[src/rtl/syn_mulberry_xbar_if.sv]
// Mulberry crossbar bus bundle: master-side request/response and slave-side request/response.
// The crossbar binds the slave modport; the surrounding job engines/slaves bind master.
interface syn_mulberry_xbar_if #(
  parameter int unsigned P_NUM_MASTERS = 2,
  parameter int unsigned P_NUM_SLAVES  = 3,
  parameter int unsigned P_DATA_W      = 32,
  parameter int unsigned P_MID_W       = $clog2(P_NUM_MASTERS + 1),
  parameter int unsigned P_SID_W       = $clog2(P_NUM_SLAVES + 1)
);
  logic [P_NUM_MASTERS-1:0]          mstr_req_i;
  logic [P_NUM_MASTERS*P_SID_W-1:0]  mstr_sid_i;
  logic [P_NUM_MASTERS*P_DATA_W-1:0] mstr_data_i;
  logic [P_NUM_MASTERS-1:0]          mstr_gnt_o;
  logic [P_NUM_MASTERS-1:0]          mstr_rsp_valid_o;
  logic [P_DATA_W-1:0]               mstr_rsp_data_o;
  logic [P_NUM_SLAVES-1:0]           slv_req_o;
  logic [P_MID_W-1:0]                slv_mid_o;
  logic [P_DATA_W-1:0]               slv_data_o;
  logic [P_NUM_SLAVES-1:0]           slv_rdy_i;
  logic [P_NUM_SLAVES-1:0]           slv_rsp_valid_i;
  logic [P_NUM_SLAVES*P_MID_W-1:0]   slv_rsp_mid_i;
  logic [P_NUM_SLAVES*P_DATA_W-1:0]  slv_rsp_data_i;
  logic [P_NUM_SLAVES-1:0]           slv_rsp_ack_o;

  modport slave (
    input  mstr_req_i, mstr_sid_i, mstr_data_i, slv_rdy_i,
    input  slv_rsp_valid_i, slv_rsp_mid_i, slv_rsp_data_i,
    output mstr_gnt_o, mstr_rsp_valid_o, mstr_rsp_data_o,
    output slv_req_o, slv_mid_o, slv_data_o, slv_rsp_ack_o
  );

  modport master (
    output mstr_req_i, mstr_sid_i, mstr_data_i, slv_rdy_i,
    output slv_rsp_valid_i, slv_rsp_mid_i, slv_rsp_data_i,
    input  mstr_gnt_o, mstr_rsp_valid_o, mstr_rsp_data_o,
    input  slv_req_o, slv_mid_o, slv_data_o, slv_rsp_ack_o
  );
endinterface

[src/rtl/syn_mulberry_xbar.sv]
// Mulberry crossbar: round-robin request and response arbitration, responses routed by MID.
// Optional illegal-ID counter err_cnt_o enabled by defining SYN_MULBERRY_ERR_CNT_EN.
module syn_mulberry_xbar #(
  parameter int unsigned P_NUM_MASTERS = 2,
  parameter int unsigned P_NUM_SLAVES  = 3,
  parameter int unsigned P_DATA_W      = 32,
  parameter int unsigned P_MID_W       = $clog2(P_NUM_MASTERS + 1),
  parameter int unsigned P_SID_W       = $clog2(P_NUM_SLAVES + 1)
) (
  input logic clk_ir,
  input logic rst_ih,
`ifdef SYN_MULBERRY_ERR_CNT_EN
  output logic [15:0] err_cnt_o,
`endif
  syn_mulberry_xbar_if.slave bus
);
  localparam int unsigned MPtrW = (P_NUM_MASTERS > 1) ? $clog2(P_NUM_MASTERS) : 1;
  localparam int unsigned SPtrW = (P_NUM_SLAVES > 1) ? $clog2(P_NUM_SLAVES) : 1;

  logic [P_SID_W-1:0]       mstr_sid  [P_NUM_MASTERS];
  logic [P_DATA_W-1:0]      mstr_data [P_NUM_MASTERS];
  logic [P_NUM_SLAVES-1:0]  sid_dec   [P_NUM_MASTERS];
  logic [P_MID_W-1:0]       rsp_mid   [P_NUM_SLAVES];
  logic [P_DATA_W-1:0]      rsp_data  [P_NUM_SLAVES];
  logic [P_NUM_MASTERS-1:0] mid_dec   [P_NUM_SLAVES];
  logic [P_NUM_MASTERS-1:0] mstr_elig;

  logic                     gnt_found, ack_found, gnt_illegal;
  logic [MPtrW-1:0]         gnt_idx, req_ptr_q, req_ptr_nxt;
  logic [SPtrW-1:0]         ack_idx, rsp_ptr_q, rsp_ptr_nxt;
  logic [P_NUM_MASTERS-1:0] gnt;
  logic [P_NUM_SLAVES-1:0]  ack;

  logic [P_NUM_SLAVES-1:0]  slv_req_q;
  logic [P_MID_W-1:0]       slv_mid_q;
  logic [P_DATA_W-1:0]      slv_data_q;
  logic [P_NUM_MASTERS-1:0] rsp_valid_q;
  logic [P_DATA_W-1:0]      rsp_data_q;

  // Decoded IDs are one-hot for legal values and all-zero for 0 or out-of-range IDs.
  always_comb begin
    for (int i = 0; i < P_NUM_MASTERS; i++) begin
      mstr_sid[i]  = bus.mstr_sid_i[i*P_SID_W +: P_SID_W];
      mstr_data[i] = bus.mstr_data_i[i*P_DATA_W +: P_DATA_W];
    end
    for (int j = 0; j < P_NUM_SLAVES; j++) begin
      rsp_mid[j]  = bus.slv_rsp_mid_i[j*P_MID_W +: P_MID_W];
      rsp_data[j] = bus.slv_rsp_data_i[j*P_DATA_W +: P_DATA_W];
    end
  end

  always_comb begin
    for (int i = 0; i < P_NUM_MASTERS; i++) begin
      for (int j = 0; j < P_NUM_SLAVES; j++) begin
        sid_dec[i][j] = (mstr_sid[i] == P_SID_W'(j + 1));
      end
    end
    for (int j = 0; j < P_NUM_SLAVES; j++) begin
      for (int i = 0; i < P_NUM_MASTERS; i++) begin
        mid_dec[j][i] = (rsp_mid[j] == P_MID_W'(i + 1));
      end
    end
  end

  // Illegal SIDs are always eligible so they get consumed rather than wedging the master.
  always_comb begin
    for (int i = 0; i < P_NUM_MASTERS; i++) begin
      mstr_elig[i] = bus.mstr_req_i[i] &&
                     ((sid_dec[i] == '0) || ((sid_dec[i] & bus.slv_rdy_i) != '0));
    end
  end

  always_comb begin
    logic [MPtrW-1:0] cidx;
    gnt_found = 1'b0;
    gnt_idx   = '0;
    cidx      = '0;
    for (int unsigned k = 0; k < P_NUM_MASTERS; k++) begin
      cidx = (32'(req_ptr_q) + k >= P_NUM_MASTERS) ?
             MPtrW'(32'(req_ptr_q) + k - P_NUM_MASTERS) : MPtrW'(32'(req_ptr_q) + k);
      if (!gnt_found && mstr_elig[cidx]) begin
        gnt_found = 1'b1;
        gnt_idx   = cidx;
      end
    end
    if (rst_ih) gnt_found = 1'b0;
    gnt = '0;
    if (gnt_found) gnt[gnt_idx] = 1'b1;
    gnt_illegal = (sid_dec[gnt_idx] == '0);
    req_ptr_nxt = (gnt_idx == MPtrW'(P_NUM_MASTERS - 1)) ? '0 : gnt_idx + 1'b1;
  end

  always_comb begin
    logic [SPtrW-1:0] cidx;
    ack_found = 1'b0;
    ack_idx   = '0;
    cidx      = '0;
    for (int unsigned k = 0; k < P_NUM_SLAVES; k++) begin
      cidx = (32'(rsp_ptr_q) + k >= P_NUM_SLAVES) ?
             SPtrW'(32'(rsp_ptr_q) + k - P_NUM_SLAVES) : SPtrW'(32'(rsp_ptr_q) + k);
      if (!ack_found && bus.slv_rsp_valid_i[cidx]) begin
        ack_found = 1'b1;
        ack_idx   = cidx;
      end
    end
    if (rst_ih) ack_found = 1'b0;
    ack = '0;
    if (ack_found) ack[ack_idx] = 1'b1;
    rsp_ptr_nxt = (ack_idx == SPtrW'(P_NUM_SLAVES - 1)) ? '0 : ack_idx + 1'b1;
  end

  always_ff @(posedge clk_ir or posedge rst_ih) begin
    if (rst_ih) begin
      req_ptr_q   <= '0;
      rsp_ptr_q   <= '0;
      slv_req_q   <= '0;
      slv_mid_q   <= '0;
      slv_data_q  <= '0;
      rsp_valid_q <= '0;
      rsp_data_q  <= '0;
    end else begin
      slv_req_q   <= gnt_found ? sid_dec[gnt_idx] : '0;
      rsp_valid_q <= ack_found ? mid_dec[ack_idx] : '0;
      if (gnt_found) begin
        req_ptr_q <= req_ptr_nxt;
        if (!gnt_illegal) begin
          slv_mid_q  <= P_MID_W'(gnt_idx) + P_MID_W'(1);
          slv_data_q <= mstr_data[gnt_idx];
        end
      end
      if (ack_found) begin
        rsp_ptr_q <= rsp_ptr_nxt;
        if (mid_dec[ack_idx] != '0) rsp_data_q <= rsp_data[ack_idx];
      end
    end
  end

`ifdef SYN_MULBERRY_ERR_CNT_EN
  logic        ack_err, gnt_err;
  logic [16:0] err_sum;
  logic [15:0] err_cnt_q;

  // A request error and a response error in the same cycle count as two.
  always_comb begin
    gnt_err = gnt_found && gnt_illegal;
    ack_err = ack_found && (mid_dec[ack_idx] == '0);
    err_sum = {1'b0, err_cnt_q} + 17'(gnt_err) + 17'(ack_err);
  end

  always_ff @(posedge clk_ir or posedge rst_ih) begin
    if (rst_ih) err_cnt_q <= '0;
    else        err_cnt_q <= err_sum[16] ? 16'hFFFF : err_sum[15:0];
  end

  assign err_cnt_o = err_cnt_q;
`endif

  assign bus.mstr_gnt_o       = gnt;
  assign bus.slv_rsp_ack_o    = ack;
  assign bus.slv_req_o        = slv_req_q;
  assign bus.slv_mid_o        = slv_mid_q;
  assign bus.slv_data_o       = slv_data_q;
  assign bus.mstr_rsp_valid_o = rsp_valid_q;
  assign bus.mstr_rsp_data_o  = rsp_data_q;
endmodule
[src/flat_wrapper.sv]
// flat-port wrapper written by rule: the top's interface ports become plain ports
module syn_mulberry_xbar_flat 
#(
  parameter int unsigned P_NUM_MASTERS = 2,
  parameter int unsigned P_NUM_SLAVES  = 3,
  parameter int unsigned P_DATA_W      = 32,
  parameter int unsigned P_MID_W       = $clog2(P_NUM_MASTERS + 1),
  parameter int unsigned P_SID_W       = $clog2(P_NUM_SLAVES + 1)
)
  (clk_ir, rst_ih, bus_mstr_req_i, bus_mstr_sid_i, bus_mstr_data_i, bus_slv_rdy_i, bus_slv_rsp_valid_i, bus_slv_rsp_mid_i, bus_slv_rsp_data_i, bus_mstr_gnt_o, bus_mstr_rsp_valid_o, bus_mstr_rsp_data_o, bus_slv_req_o, bus_slv_mid_o, bus_slv_data_o, bus_slv_rsp_ack_o);
  syn_mulberry_xbar_if #(.P_NUM_MASTERS(P_NUM_MASTERS), .P_NUM_SLAVES(P_NUM_SLAVES), .P_DATA_W(P_DATA_W), .P_MID_W(P_MID_W), .P_SID_W(P_SID_W)) bus_i ();
  input logic clk_ir;
  input logic rst_ih;
  input wire logic [$bits(bus_i.mstr_req_i)-1:0] bus_mstr_req_i;
  input wire logic [$bits(bus_i.mstr_sid_i)-1:0] bus_mstr_sid_i;
  input wire logic [$bits(bus_i.mstr_data_i)-1:0] bus_mstr_data_i;
  input wire logic [$bits(bus_i.slv_rdy_i)-1:0] bus_slv_rdy_i;
  input wire logic [$bits(bus_i.slv_rsp_valid_i)-1:0] bus_slv_rsp_valid_i;
  input wire logic [$bits(bus_i.slv_rsp_mid_i)-1:0] bus_slv_rsp_mid_i;
  input wire logic [$bits(bus_i.slv_rsp_data_i)-1:0] bus_slv_rsp_data_i;
  output wire logic [$bits(bus_i.mstr_gnt_o)-1:0] bus_mstr_gnt_o;
  output wire logic [$bits(bus_i.mstr_rsp_valid_o)-1:0] bus_mstr_rsp_valid_o;
  output wire logic [$bits(bus_i.mstr_rsp_data_o)-1:0] bus_mstr_rsp_data_o;
  output wire logic [$bits(bus_i.slv_req_o)-1:0] bus_slv_req_o;
  output wire logic [$bits(bus_i.slv_mid_o)-1:0] bus_slv_mid_o;
  output wire logic [$bits(bus_i.slv_data_o)-1:0] bus_slv_data_o;
  output wire logic [$bits(bus_i.slv_rsp_ack_o)-1:0] bus_slv_rsp_ack_o;
  assign bus_i.mstr_req_i = bus_mstr_req_i;
  assign bus_i.mstr_sid_i = bus_mstr_sid_i;
  assign bus_i.mstr_data_i = bus_mstr_data_i;
  assign bus_i.slv_rdy_i = bus_slv_rdy_i;
  assign bus_i.slv_rsp_valid_i = bus_slv_rsp_valid_i;
  assign bus_i.slv_rsp_mid_i = bus_slv_rsp_mid_i;
  assign bus_i.slv_rsp_data_i = bus_slv_rsp_data_i;
  assign bus_mstr_gnt_o = bus_i.mstr_gnt_o;
  assign bus_mstr_rsp_valid_o = bus_i.mstr_rsp_valid_o;
  assign bus_mstr_rsp_data_o = bus_i.mstr_rsp_data_o;
  assign bus_slv_req_o = bus_i.slv_req_o;
  assign bus_slv_mid_o = bus_i.slv_mid_o;
  assign bus_slv_data_o = bus_i.slv_data_o;
  assign bus_slv_rsp_ack_o = bus_i.slv_rsp_ack_o;
  syn_mulberry_xbar #(.P_NUM_MASTERS(P_NUM_MASTERS), .P_NUM_SLAVES(P_NUM_SLAVES), .P_DATA_W(P_DATA_W), .P_MID_W(P_MID_W), .P_SID_W(P_SID_W)) u_core (.clk_ir(clk_ir), .rst_ih(rst_ih), .bus(bus_i));
endmodule
[config.mk]
export PLATFORM = sky130hd
export DESIGN_NAME = syn_mulberry_xbar_flat
export DESIGN_NICKNAME = d
export VERILOG_FILES = /design/src/rtl/syn_mulberry_xbar_if.sv /design/src/rtl/syn_mulberry_xbar.sv /design/src/flat_wrapper.sv
export SDC_FILE = /design/constraint.sdc
export NUM_CORES = 1
export LEC_CHECK = 0
export BUFFER_PORTS_ARGS = -buffer_cell sky130_fd_sc_hd__buf_2
export CORE_AREA = 2 2 100 102
export DETAILED_ROUTE_END_ITERATION = 16
export DIE_AREA = 0 0 102 104
export PLACE_DENSITY = 0.8
export SYNTH_ARGS = -nofsm -noshare
export SYNTH_HDL_FRONTEND = slang
export SYNTH_SLANG_ARGS = --single-unit
[constraint.sdc]
create_clock -name clk_ir -period 5.1 [get_ports clk_ir]
set_input_delay 0.255 -clock clk_ir [delete_from_list [all_inputs] [get_ports clk_ir]]
set_output_delay 0.255 -clock clk_ir [all_outputs]
set_load 0.005 [all_outputs]
# Word level (Yosys, flattened, before mapping)
# Index checks and enable logic that the tools add are counted.
[word_totals]
ff_bits = 74
latch_bits = 0
ramBits = 0
mem_bits_ro = 0
in_bits = 180
output_inout_bits = 76
memories = 0
[classes]
addsub = 11
n_mul = 0
n_div = 0
order_cmp = 16
n_eq_ne = 13
shift = 0
mux = 49
n_bitwise = 5
n_reduce_logical = 20
[op_table]
columns = ["cell", "count"]
rows = [
  ["two-way mux 32 bit", 5],
  ["binary-select mux 32 bit (select 2 bit)", 1],
  ["two-way mux 2 bit", 11],
  ["two-way mux 1 bit", 21],
  ["equality test 2 bit (second input constant)", 8],
  ["two-way mux 3 bit", 5],
  ["< comparator 2 x 3 -> 1 bit (second input constant)", 4],
  ["equality test 2 x 1 -> 1 bit (second input constant)", 5],
  ["logical NOT 3 bit", 3],
  ["logical AND 1 bit", 7],
  ["AND 3 bit", 2],
  ["binary-select mux 1 bit (select 2 bit)", 3],
  ["greater-or-equal comparator 2 bit (second input constant)", 3],
  ["greater-or-equal comparator 3 x 2 -> 1 bit (second input constant)", 2],
  ["< comparator 1 x 2 -> 1 bit (second input constant)", 3],
  ["nonzero test 3 bit", 2],
  ["subtractor 2 bit (second input constant)", 3],
  ["adder 1 x 1 -> 2 bit (second input constant)", 2],
  ["binary-select mux 2 bit (select 2 bit)", 1],
  ["AND reduction 2 bit", 2],
  ["adder 2 x 1 -> 3 bit (second input constant)", 1],
  ["adder 2 x 2 -> 3 bit (second input constant)", 1],
  ["greater-or-equal comparator 3 bit (second input constant)", 1],
  ["logical NOT 1 bit", 3],
  ["13 further kinds", 15],
]

# Logic depth before layout (Yosys ltp)
[logic_depth]
ltp_word = 18
mapped_depth = 11

# Worst setup path before layout
# Ideal clock, no wire load.
[synth_path]
kind = "input port to flip-flop"
start = "input port rst_ih"
end = "register u_core.slv_data_q[0] (netlist: u_core.bus.slv_data_o[0])"
arrival_ns = 2.680
required_ns = 4.972
setup_slack_ns = 2.292
path_stages = 6
n_path_buf = 2
cell_sequence = "inv_1 > o21ai_1 > buf_2 > clkbuf_1 > nand2_1 > o21ai_0"
[synth_between]
elab_chain_len = 2
[synth_lines]
columns = ["item", "line", "text"]
rows = [
  ["from (decl)", "flat_wrapper.sv:13", "input logic rst_ih;"],
  ["two-way mux 1 bit", "syn_mulberry_xbar.sv:86", "if (rst_ih) gnt_found = 1'b0;"],
  ["AND reduction 2 bit (no source line)", "-", ""],
  ["to (signal assigned)", "syn_mulberry_xbar.sv:128", "slv_data_q <= mstr_data[gnt_idx];"],
  ["to (decl)", "syn_mulberry_xbar.sv:36", "logic [P_DATA_W-1:0] slv_data_q;"],
]
# No other way between the ends.
# A chain may end at the register's enable or synchronous reset.

# Worst setup path in the final report
[layout_path]
start = "register u_core.rsp_ptr_q[0]"
end = "register u_core.rsp_data_q[13] (netlist: u_core.bus.mstr_rsp_data_o[13])"
[layout_between]
elab_chain_len = 17
word_cells_on_any_way = 37
classes_between = "add/sub (5); order compare (3); mux (22); bitwise (1); reduce/logical (6)"
[layout_lines]
columns = ["item", "line", "text"]
rows = [
  ["from (decl)", "syn_mulberry_xbar.sv:30", "logic [SPtrW-1:0] ack_idx, rsp_ptr_q, rsp_ptr_nxt;"],
  ["from (signal assigned)", "syn_mulberry_xbar.sv:132", "rsp_ptr_q <= rsp_ptr_nxt;"],
  ["parallel branches: the longest is 17 deep, another holds adder 2 x 1 -> 3 bit", "-", ""],
  ["to (signal assigned)", "syn_mulberry_xbar.sv:133", "if (mid_dec[ack_idx] != '0) rsp_data_q <= rsp_data[ack_idx];"],
  ["to (decl)", "syn_mulberry_xbar.sv:38", "logic [P_DATA_W-1:0] rsp_data_q;"],
]
# Parallel ways; which one is timed is not known. The select of a mux whose other input is x is not followed.

==> run_results.csv <==
group,metric,value,unit
detailed_routing,wl,11.4,mm
power,leakagePower,3.03,nW
detailed_routing,postRouteAntennaNets,0,
yosys,ys_warn_count,0,
cells_and_area,mostFrequentLayoutCells,"255 x buf_2, 101 x nand2_1, 74 x dfrtp_1",
setup_path,critPathCaptureType,"flop",
timing,worstMarginPinSlew,1.04,ns
status,status,"completed",
placement,place_ws,1.58,ns
timing,fmax,286,MHz
clock_network,path_clk_slew,0.08,ns
power,irDropWorstVdd,0.254,mV
placement,place_area,5360,um2
yosys,synth_edf_count,0,
detailed_routing,vias,3959,
clock_network,cts_root_buffer,"clkbuf_8",
die,fp.dieArea,10600,um2
timing,min_period,3.50,ns
cells_and_area,drive_gt1_share,47.0,%
global_route,grt_use_total,21.1,%
setup_path,path_buf_inv,2,
cells_and_area,area_growth,40.6,%
cells_and_area,nets,835,
detailed_routing,drc,0,
cells_and_area,final_common_cell,"buf_2",
die,coreArea,9550,um2
placement,dp_hpwl,8.68,mm
worst_hold_path,hold_class,"input port to flop",
setup_path,crit_arrival,3.73,ns
timing,hold_viol_final,0,
die,ios,256,
clock_network,cts_setup_buffers,0,
die,die_x,102,um
yosys,synth-main-ff-cell,"dfrtp_1",
timing,drv_slew,0,
setup_path,crit_type,"flop to flop",
global_route,grt_max_degree,79,
setup_path,crit_required,5.33,ns
global_route,gr-total-overflow,0,
yosys,synth_seq_cells,74,
timing,period_share,68.7,%
global_route,grt_pass1_vias,3952,
power,cellPowerDensity,491,nW/um2
timing,tns,0,ns
timing,slew_headroom,30.4,%
cells_and_area,nFillCells,849,
setup_path,cp_cell_sequence,"inv_1, ha_1, or3b_1, o31a_1, a211oi_4, buf_4, nand2b_2, a31oi_4, mux2_2",
die,rows,36,
clock_network,cts_resized,0,
clock_network,cts_sinks,74,
yosys,async_reset_ff_share,100,%
detailed_routing,vias_per_cell,5.00,
clock_network,cts_buffers,9,
clock_network,htree_num_levels,3,
timing,finalSetupViolCount,0,
detailed_routing,drtPass1Iterations,4,
setup_path,slowest_delay,0.86,ns
setup_path,critPathMaxFanout,33,
detailed_routing,initialDrtViolationCount,116,
global_route,grt_pass1_wl,17.7,mm
die,die_h,104,um
yosys,yosysSeqAreaShare,46.3,%
timing,finClkSkew,0.00489,ns
timing,worst_slack,1.60,ns
clock_network,cts_hold_buffers,0,
setup_path,critical_path.startpoint_type,"flop",
die,initial_core_util,41.9,%
yosys,ys_types,45,
yosys,avgSynthCellArea,9.81,um2
clock_network,cts.path.max_buffers,2,
yosys,synth_nets,590,
setup_path,path_delay_family,"compound AO/OA/AOI/OAI gates",
timing,rsz0062_at_grt,"false",
setup_path,crit_slowest_cell,"a31oi_4",
cells_and_area,final_area,5630,um2
detailed_routing,routedWlPerCell,14.4,um
placement,gp_congestion,0.837,
clock_network,cts_tree,"done",
clock_network,clk-insertion-delay-late,0.34,ns
yosys,syn-cell-area,4000,um2
job,maxCapViolations,0,
yosys,synth_cells,408,
placement,port_buffers,255,
global_route,antenna_found_initial,1,
[logic make-up (layout without fill, tap and decap cells)]
kind of cell / Yosys count / count (layout) / synth area share (%)
flops: 74 / 74 / 46.3
compound gates: 94 / 94 / 15.9
fa+ha+maj: 3 / 3 / 0.875
simple gates: 135 / 135 / 14.4
xor+xnor: 2 / 2 / 0.438
mux: 68 / 68 / 18.0
other cells: 0 / 1 / 0
buf+inv: 32 / 282 / 4.03
[worst reg2reg max path: cells and delay by family, from the launching register on]
family | cells | cell delay [ns]
buf+inv | 2 | 0.41
fa+ha+maj | 1 | 0.36
flops | 1 | 0.37
simple gates | 2 | 0.52
compound gates | 3 | 1.28
mux | 1 | 0.43
[stage by stage]
stage               utilization, %  power (mW)  hold WS, ns  std cells
floorplan                        -        1.72        0.318        408
global placement              56.1        2.11        0.459        775
detailed placement            56.1        2.17        0.469        775
CTS                           58.9        2.78        0.124        791
global route                  58.9        2.97        0.140        791
finish                        58.9        2.76        0.144        792
[sequential cells by signal, summed over array words and instances, names as in the netlist]
register	count
u_core.bus.slv_mid_o	2
u_core.req_ptr_q	1
u_core.bus.slv_req_o	3
u_core.bus.mstr_rsp_valid_o	2
u_core.bus.mstr_rsp_data_o	32
u_core.bus.slv_data_o	32
u_core.rsp_ptr_q	2
[layout make-up]
class	count	area (um2)	area share, %
antenna	1	2.50	0.0445
sequential	74	1850	32.9
tap	133	166	2.96
timing repair buffer	260	1310	23.4
clock buffer	11	141	2.51
inverter	6	23.8	0.423
clock inverter	5	125	2.22
multi-input combinational	302	2000	35.6
[layer usage]
layer | track usage [%] | up-vias | part of all wire (%)
li1 | - | 1920 | -
met1 | 22.6 | 1825 | 40
met2 | 38.6 | 192 | 50
met3 | 4.91 | 22 | 7.9
met4 | 9.43 | 0 | 2.3
met5 | 0 | - | 0
[power by group]
part	internal [mW]	switching [mW]	leakage, nW	total, mW
clock network	0.387	0.217	0.134	0.605
registers	0.807	0.114	0.909	0.921
logic	0.591	0.643	1.98	1.23
[path summary, 6_finish.rpt]
path	slack [ns]	cells after the start	from	endpoint
min in group asynchronous	0.29	3	rst_ih	u_core.req_ptr_q$_DFFE_PP0P_
setup reg to reg	1.60	9	u_core.rsp_ptr_q[0]$_DFFE_PP0P_	u_core.bus.mstr_rsp_data_o[13]$_DFFE_PP0P_
setup / recovery	1.60	9	u_core.rsp_ptr_q[0]$_DFFE_PP0P_	u_core.bus.mstr_rsp_data_o[13]$_DFFE_PP0P_
hold / removal	0.14	2	rst_ih	u_core.bus.slv_req_o[2]$_DFF_PP0_
max in group asynchronous	4.22	3	rst_ih	u_core.bus.mstr_rsp_data_o[9]$_DFFE_PP0P_
hold reg to reg	0.48	2	u_core.bus.slv_data_o[30]$_DFFE_PP0P_	u_core.bus.slv_data_o[30]$_DFFE_PP0P_
[synthesized netlist by cell type (all sizes together), types with 2 or more instances]
cell,n,area share (%)
nand2,101,9.5
dfrtp,74,46
mux2i,35,8.8
o21ai,34,4.3
a22oi,33,6.2
mux2,33,9.3
buf,13,2.3
clkbuf,13,1.2
nor2,10,0.94
a21oi,6,0.75
inv,6,0.56
and2,4,0.63
nand2b,4,0.69
a211oi,3,0.88
a21o,3,0.56
a31oi,3,0.84
nand3,3,0.38
nand3b,3,0.56
and3b,2,0.44
ha,2,0.63
nor2b,2,0.31
nor3,2,0.25
nor3b,2,0.38
o211ai,2,0.38
o21bai,2,0.38
xor2,2,0.44
Note: power is estimated with default switching activity, not from simulation.
